$ cat config.mk
export PLATFORM = sky130hd
export DESIGN_NAME = lsu_ctrl
export DESIGN_NICKNAME = d
export VERILOG_FILES = /design/src/rtl/lsu_ctrl.sv
export SDC_FILE = /design/constraint.sdc
export NUM_CORES = 1
export LEC_CHECK = 0
export ABC_AREA = 0
export CORE_MARGIN = 2
export CORE_UTILIZATION = 56
export DETAILED_ROUTE_END_ITERATION = 8
export GPL_TIMING_DRIVEN = 0
export PLACE_DENSITY = 0.87
export RECOVER_POWER = 50
export SLEW_MARGIN = 25
export SYNTH_ARGS = -nofsm -noshare
export SYNTH_HDL_FRONTEND = slang
export SYNTH_SLANG_ARGS = --single-unit
$ cat constraint.sdc
create_clock -name clk -period 12.8 [get_ports clk]
set_input_delay 2.56 -clock clk [delete_from_list [all_inputs] [get_ports clk]]
set_output_delay 2.56 -clock clk [all_outputs]
set_load 0.1 [all_outputs]
$ cat src/rtl/lsu_ctrl.sv
// Load/store control: decodes funct3 to memory strobes, splits misaligned accesses into byte beats.
// Latency handshake->resp_valid: error 1, aligned 2, split N+1 cycles; req_ready only while IDLE (LSU_MISALIGN_TRAP_EN traps misaligned).
module lsu_ctrl #(
  parameter int unsigned MEM_BYTES = 4096
) (
  input  logic        clk,
  input  logic        rst,
  input  logic        req_valid,
  output logic        req_ready,
  input  logic        req_store,
  input  logic [2:0]  req_funct3,
  input  logic [31:0] req_addr,
  input  logic [31:0] req_wdata,
  output logic        resp_valid,
  output logic [31:0] resp_rdata,
  output logic        resp_err,
  output logic [31:0] mem_addr,
  output logic [31:0] mem_wdata,
  output logic        mem_load_enb,
  output logic        mem_lb,
  output logic        mem_lh,
  output logic        mem_lw,
  output logic        mem_lbu,
  output logic        mem_lhu,
  output logic        mem_sb,
  output logic        mem_sh,
  output logic        mem_sw,
  input  logic [31:0] mem_rdata
);

  typedef enum logic [1:0] {IDLE, ACCESS, SPLIT, RESP} state_t;

  state_t      state, state_nxt;
  logic        store_q;
  logic [2:0]  funct3_q;
  logic [31:0] addr_q, wdata_q, acc, acc_nxt, acc_ext;
  logic [1:0]  byte_idx;

  logic [2:0]  req_size;
  logic [32:0] req_last;
  logic        req_illegal, req_oor, req_misal, req_fail, split_last;

  // Classification of the incoming request; only meaningful on a handshake.
  always_comb begin
    case (req_funct3[1:0])
      2'd0:    req_size = 3'd1;
      2'd1:    req_size = 3'd2;
      default: req_size = 3'd4;
    endcase
    req_illegal = req_store ? (req_funct3 > 3'd2)
                            : (req_funct3 == 3'd3 || req_funct3[2:1] == 2'b11);
    req_last  = {1'b0, req_addr} + 33'(req_size) - 33'd1;
    req_oor   = req_last >= 33'(MEM_BYTES);
    req_misal = (req_funct3[1:0] == 2'd1 && req_addr[0]) ||
                (req_funct3[1:0] == 2'd2 && req_addr[1:0] != 2'b00);
`ifdef LSU_MISALIGN_TRAP_EN
    req_fail  = req_illegal || req_oor || req_misal;
`else
    req_fail  = req_illegal || req_oor;
`endif
  end

  assign split_last = (byte_idx == (funct3_q[1] ? 2'd3 : 2'd1));

  // Byte gathered this beat merged into the accumulator, then extended.
  always_comb begin
    acc_nxt = acc;
    acc_nxt[{byte_idx, 3'b000} +: 8] = mem_rdata[7:0];
    case (funct3_q)
      3'd1:    acc_ext = {{16{acc_nxt[15]}}, acc_nxt[15:0]};
      3'd5:    acc_ext = {16'h0000, acc_nxt[15:0]};
      default: acc_ext = acc_nxt;
    endcase
  end

  always_comb begin
    state_nxt    = state;
    req_ready    = 1'b0;
    resp_valid   = 1'b0;
    mem_addr     = 32'h0;
    mem_wdata    = 32'h0;
    mem_load_enb = 1'b0;
    mem_lb       = 1'b0;
    mem_lh       = 1'b0;
    mem_lw       = 1'b0;
    mem_lbu      = 1'b0;
    mem_lhu      = 1'b0;
    mem_sb       = 1'b0;
    mem_sh       = 1'b0;
    mem_sw       = 1'b0;
    case (state)
      IDLE: begin
        req_ready = 1'b1;
        if (req_valid) begin
          if (req_fail)       state_nxt = RESP;
          else if (req_misal) state_nxt = SPLIT;
          else                state_nxt = ACCESS;
        end
      end
      ACCESS: begin
        mem_addr  = addr_q;
        mem_wdata = wdata_q;
        if (store_q) begin
          mem_sb = (funct3_q == 3'd0);
          mem_sh = (funct3_q == 3'd1);
          mem_sw = (funct3_q == 3'd2);
        end else begin
          mem_load_enb = 1'b1;
          mem_lb  = (funct3_q == 3'd0);
          mem_lh  = (funct3_q == 3'd1);
          mem_lw  = (funct3_q == 3'd2);
          mem_lbu = (funct3_q == 3'd4);
          mem_lhu = (funct3_q == 3'd5);
        end
        state_nxt = RESP;
      end
      SPLIT: begin
        mem_addr = addr_q + 32'(byte_idx);
        if (store_q) begin
          mem_sb    = 1'b1;
          mem_wdata = {24'h0, wdata_q[{byte_idx, 3'b000} +: 8]};
        end else begin
          mem_lbu      = 1'b1;
          mem_load_enb = 1'b1;
        end
        if (split_last) state_nxt = RESP;
      end
      RESP: begin
        resp_valid = 1'b1;
        state_nxt  = IDLE;
      end
      default: state_nxt = IDLE;
    endcase
  end

  // Response registers change only on the edge that enters RESP, so they hold between responses.
  always_ff @(posedge clk) begin
    if (rst) begin
      state      <= IDLE;
      store_q    <= 1'b0;
      funct3_q   <= 3'd0;
      addr_q     <= 32'h0;
      wdata_q    <= 32'h0;
      acc        <= 32'h0;
      byte_idx   <= 2'd0;
      resp_rdata <= 32'h0;
      resp_err   <= 1'b0;
    end else begin
      state <= state_nxt;
      case (state)
        IDLE: begin
          if (req_valid) begin
            store_q  <= req_store;
            funct3_q <= req_funct3;
            addr_q   <= req_addr;
            wdata_q  <= req_wdata;
            acc      <= 32'h0;
            byte_idx <= 2'd0;
            if (req_fail) begin
              resp_err   <= 1'b1;
              resp_rdata <= 32'h0;
            end
          end
        end
        ACCESS: begin
          resp_err   <= 1'b0;
          resp_rdata <= store_q ? 32'h0 : mem_rdata;
        end
        SPLIT: begin
          byte_idx <= byte_idx + 2'd1;
          acc      <= acc_nxt;
          if (split_last) begin
            resp_err   <= 1'b0;
            resp_rdata <= store_q ? 32'h0 : acc_ext;
          end
        end
        default: ;
      endcase
    end
  end

endmodule

==> impl_metrics.toml <==
[timing]
finalHoldViolCount = 0
setup_violations = 0
min_period_over_period = 0.6014
period_needed_ns = 7.698
postLayoutSetupSlackWorst_ns = 5.102
fin_worst_skew_ns = 0.01090
rsz0062_at_grt = "false"
whs_ns = 0.4616
relSlewSlack = 0.2879
slew_violations = 0
fmax_mhz = 129.9
finalSetupTns_ns = 0
tightest_slew_ns = 1.065

[synth]
yosys_warnings = 0
yosys.area_share.simple = 0.2729
synth_flop_cell = "dfxtp_1"
synth_cell_type_count = 87
synth-xor-area-share = 0.008114
synth_nets = 1497
yosysSeqAreaShare = 0.2823
synthAdderAreaFrac = 0.06466
synth_edf_count = 0
ys_ff_latch = 137
avgSynthCellArea_um2 = 7.223
async_reset_ff_frac = 0
syn_inst = 1345
synth_compound_area_frac = 0.2371
syn-cell-area_um2 = 9714
yosys-mux-area-fraction = 0.05616
synth_top_family_by_area = "simple AND/OR/NAND/NOR gates"

[setup_path]
cpMaxStageDelayCell = "clkdlybuf4s50_1"
worst-path-buf-inv = 1
worstSetupPathType = "reg -> out"
rr_startpoint = "byte_idx[0]$_SDFFE_PP0P_"
worstPathArrival_ns = 5.14
r2r_end = "resp_rdata[30]$_SDFFE_PP0P_"
crit_fanout = 7
critPathLaunchType = "flop"
cp-end-kind = "output port"
max_stage_delay_ns = 1.22
critPathRequiredTime_ns = 10.24
worstPathCellList = "ha_1 -> fa_1 -> and4_1 -> and4_1 -> nand3_1 -> nor2_1 -> and3_1 -> nand3_1 -> nor2_1 -> and3_1 -> a41oi_1 -> a311oi_1 -> clkdlybuf4s50_1"
regToRegSetupSlack_ns = 8.79
worstSetupStartpoint = "byte_idx[0]$_SDFFE_PP0P_"
r2r.worst_path.cells = 14
crit_end = "mem_addr[30]"
worst-path-stages = 13
cp_top_family = "simple AND/OR/NAND/NOR gates"

[route]
drtPass1Iterations = 6
drt_iter0_markers = 1220
totalWireLength_um = 33810
wire_per_inst_um = 18.66
drc = 0
dr_total_vias = 10890
detail_route.vias_per_cell = 6.007
ant_nets = 0

[die]
die_w_um = 135.7
ios = 211
chipHeight_um = 135.7
row_count = 48
die_area_um2 = 18420
core_area_um2 = 17120
initial_core_util = 0.5675

[power]
power.internal_mw = 1.077
pwr-share-comb = 0.516
seqPwrFrac = 0.257
ir_worst_vdd_v = 0.0001247
p_sw_frac = 0.4911
power_switching_mw = 1.039
clock_power_share = 0.228
total_power_mw = 2.116
power_density_nw_per_um2 = 167.0
power.leakage_nw = 4.876

[final_layout]
final_area_um2 = 12670
layoutNonFillerInstCount = 1812
syn_to_final_growth_pct = 30.40
antenna_cells = 0
final_nets = 1726
layout-drive-gt1-share = 0.04915
post-route-util = 0.7401

[cts]
clk_latency_ns = 0.44
cts.reportedPaths.clkPinSlew_ns = 0.07
htreeDepth = 4
clock_sinks = 137
cts_made_buffers = 17
post_cts_resized = 0
post_cts_buffers = 0
cts_root_buf = "clkbuf_16"
cts_tree = "done"
cts_buffer_depth = 2
ctsHoldBuffers = 0

[placement]
port_buffers = 210
hpwl_um = 25710
dp_slack_ns = 5.349
place_inst = 1780
place.gp.congestion = 0.9751
dpl_cell_area_um2 = 12110

[global_routing]
grtUsageTotal = 0.3614
antenna_found_initial = 0
grt_overflow = 0
grt_max_degree = 17
grt_pass1_vias = 10210
grt_pass1_wl_um = 52240

[flow_run]
drv_cap = 0

[status]
status = "finished, final reports clean"

[hold_path]
hold_path_class = "reg -> reg"
## power by group through the flow
stage	sequential [mW]	combinational [mW]	clock (mW)
2_1_floorplan	0.613	0.693	0
3_3_place_gp	0.544	1.05	0
3_5_place_dp	0.548	1.07	0
4_1_cts	0.540	1.07	0.478
5_1_grt	0.549	1.16	0.497
6_report	0.543	1.09	0.481
## cells in the mapped netlist, drive strengths merged (3+ instances only)
| master | count | area share |
|---|---|---|
| nand2 | 269 | 0.10 |
| a21oi | 142 | 0.074 |
| dfxtp | 137 | 0.28 |
| nor2 | 106 | 0.041 |
| o21ai | 95 | 0.050 |
| inv | 73 | 0.028 |
| clkbuf | 70 | 0.029 |
| a22oi | 50 | 0.039 |
| ha | 47 | 0.061 |
| and3 | 38 | 0.025 |
| nand2b | 36 | 0.023 |
| mux2i | 35 | 0.036 |
| buf | 19 | 0.017 |
| and2 | 17 | 0.011 |
| nand4 | 16 | 0.011 |
| nor2b | 15 | 0.0097 |
| a31oi | 13 | 0.0097 |
| nand3 | 13 | 0.0067 |
| nor3 | 12 | 0.0062 |
| o21a | 12 | 0.0093 |
| nand3b | 11 | 0.0085 |
| a211oi | 8 | 0.0062 |
| mux4 | 8 | 0.019 |
| or3 | 8 | 0.0053 |
| a21o | 7 | 0.0054 |
| o211ai | 5 | 0.0039 |
| or4 | 5 | 0.0039 |
| xor2 | 5 | 0.0045 |
| nand4b | 4 | 0.0036 |
| o21bai | 4 | 0.0031 |
| or2 | 4 | 0.0026 |
| xnor2 | 4 | 0.0036 |
| a2111oi | 3 | 0.0053 |
| a211o | 3 | 0.0027 |
| a41oi | 3 | 0.0027 |
| nor3b | 3 | 0.0023 |
| nor4 | 3 | 0.0019 |
| o311ai | 3 | 0.0027 |
| o31ai | 3 | 0.0023 |
## kinds of logic (layout without fill, tap and decap cells)
| family | after synthesis | in the layout |
|---|---|---|
| and+or+nand+nor | 567 | 567 |
| adders and majority gates | 49 | 49 |
| buffers and inverters | 167 | 409 |
| xor gates and xnor gates | 9 | 9 |
| DFF | 137 | 137 |
| muxes | 44 | 44 |
| AOI/OAI and AO/OA | 372 | 372 |
## final cells by class
type	count	area (um^2)
multi-input cells	1041	6220
fillers	1386	4449
flip-flops and latches	137	2743
repair buffers	210	2102
plain buffers	92	475.5
clock buffers	18	429.2
inverters	75	281.5
well taps	225	281.5
clock inverters	14	135.1
## registers in the layout (all words and copies together) (netlist names)
signal and count:
acc 32, state 2, byte_idx 2, addr_q 32
store_q 1, resp_err 1, funct3_q 3, resp_rdata 32
wdata_q 32
## worst register-to-register path, cell delays in order (launching register included)
cell and delay (ns):
dfxtp_1 0.51, buf_1 0.67, inv_1 0.28, ha_1 0.47
and4b_1 0.21, clkbuf_1 0.38, nand2_1 0.11, o21ai_1 0.13
inv_1 0.09, o21ai_1 0.13, nand3b_1 0.27, clkbuf_1 0.28
o21ai_0 0.19, nand2_1 0.07, mux2i_1 0.16
## cell usage in the layout, fill, tap and decap left out, drive strengths merged, types with 4 or more instances in the layout
cell type,n
and2,17
o211ai,5
mux4,8
nand4b,4
o21ai,95
nor2b,15
clkbuf,90
or4,5
and3,38
clkinv,4
dfxtp,137
nand3b,11
xor2,5
nand2,269
xnor2,4
o21a,12
clkdlybuf4s50,178
a31oi,13
nor2,106
a22oi,50
inv,81
nand2b,36
nor3,12
mux2i,35
nand4,16
a211oi,8
or3,8
nand3,13
dlygate4sd3,34
o21bai,4
buf,17
or2,4
ha,47
a21o,7
a21oi,142
## how the worst min path moves through the flow
stage               depth (start not counted)                    start                       to
floorplan                                   2  addr_q[31]$_SDFFE_PP0P_  addr_q[31]$_SDFFE_PP0P_
CTS                                         2  addr_q[31]$_SDFFE_PP0P_  addr_q[31]$_SDFFE_PP0P_
global placement                            2  addr_q[31]$_SDFFE_PP0P_  addr_q[31]$_SDFFE_PP0P_
finish                                      2  addr_q[31]$_SDFFE_PP0P_  addr_q[31]$_SDFFE_PP0P_
detailed placement                          2  addr_q[31]$_SDFFE_PP0P_  addr_q[31]$_SDFFE_PP0P_
global route                                2  addr_q[31]$_SDFFE_PP0P_  addr_q[31]$_SDFFE_PP0P_
## per-layer routing
layer  vias up  GRT usage  wire [um]
li1       5153          -          -
met1      5012     0.4597      13220
met2       581     0.5909      15720
met3       139    0.06510       3136
met4         0     0.1765       1729
met5         -          0          0
No activity file was read; power rests on OpenSTA's default activity.
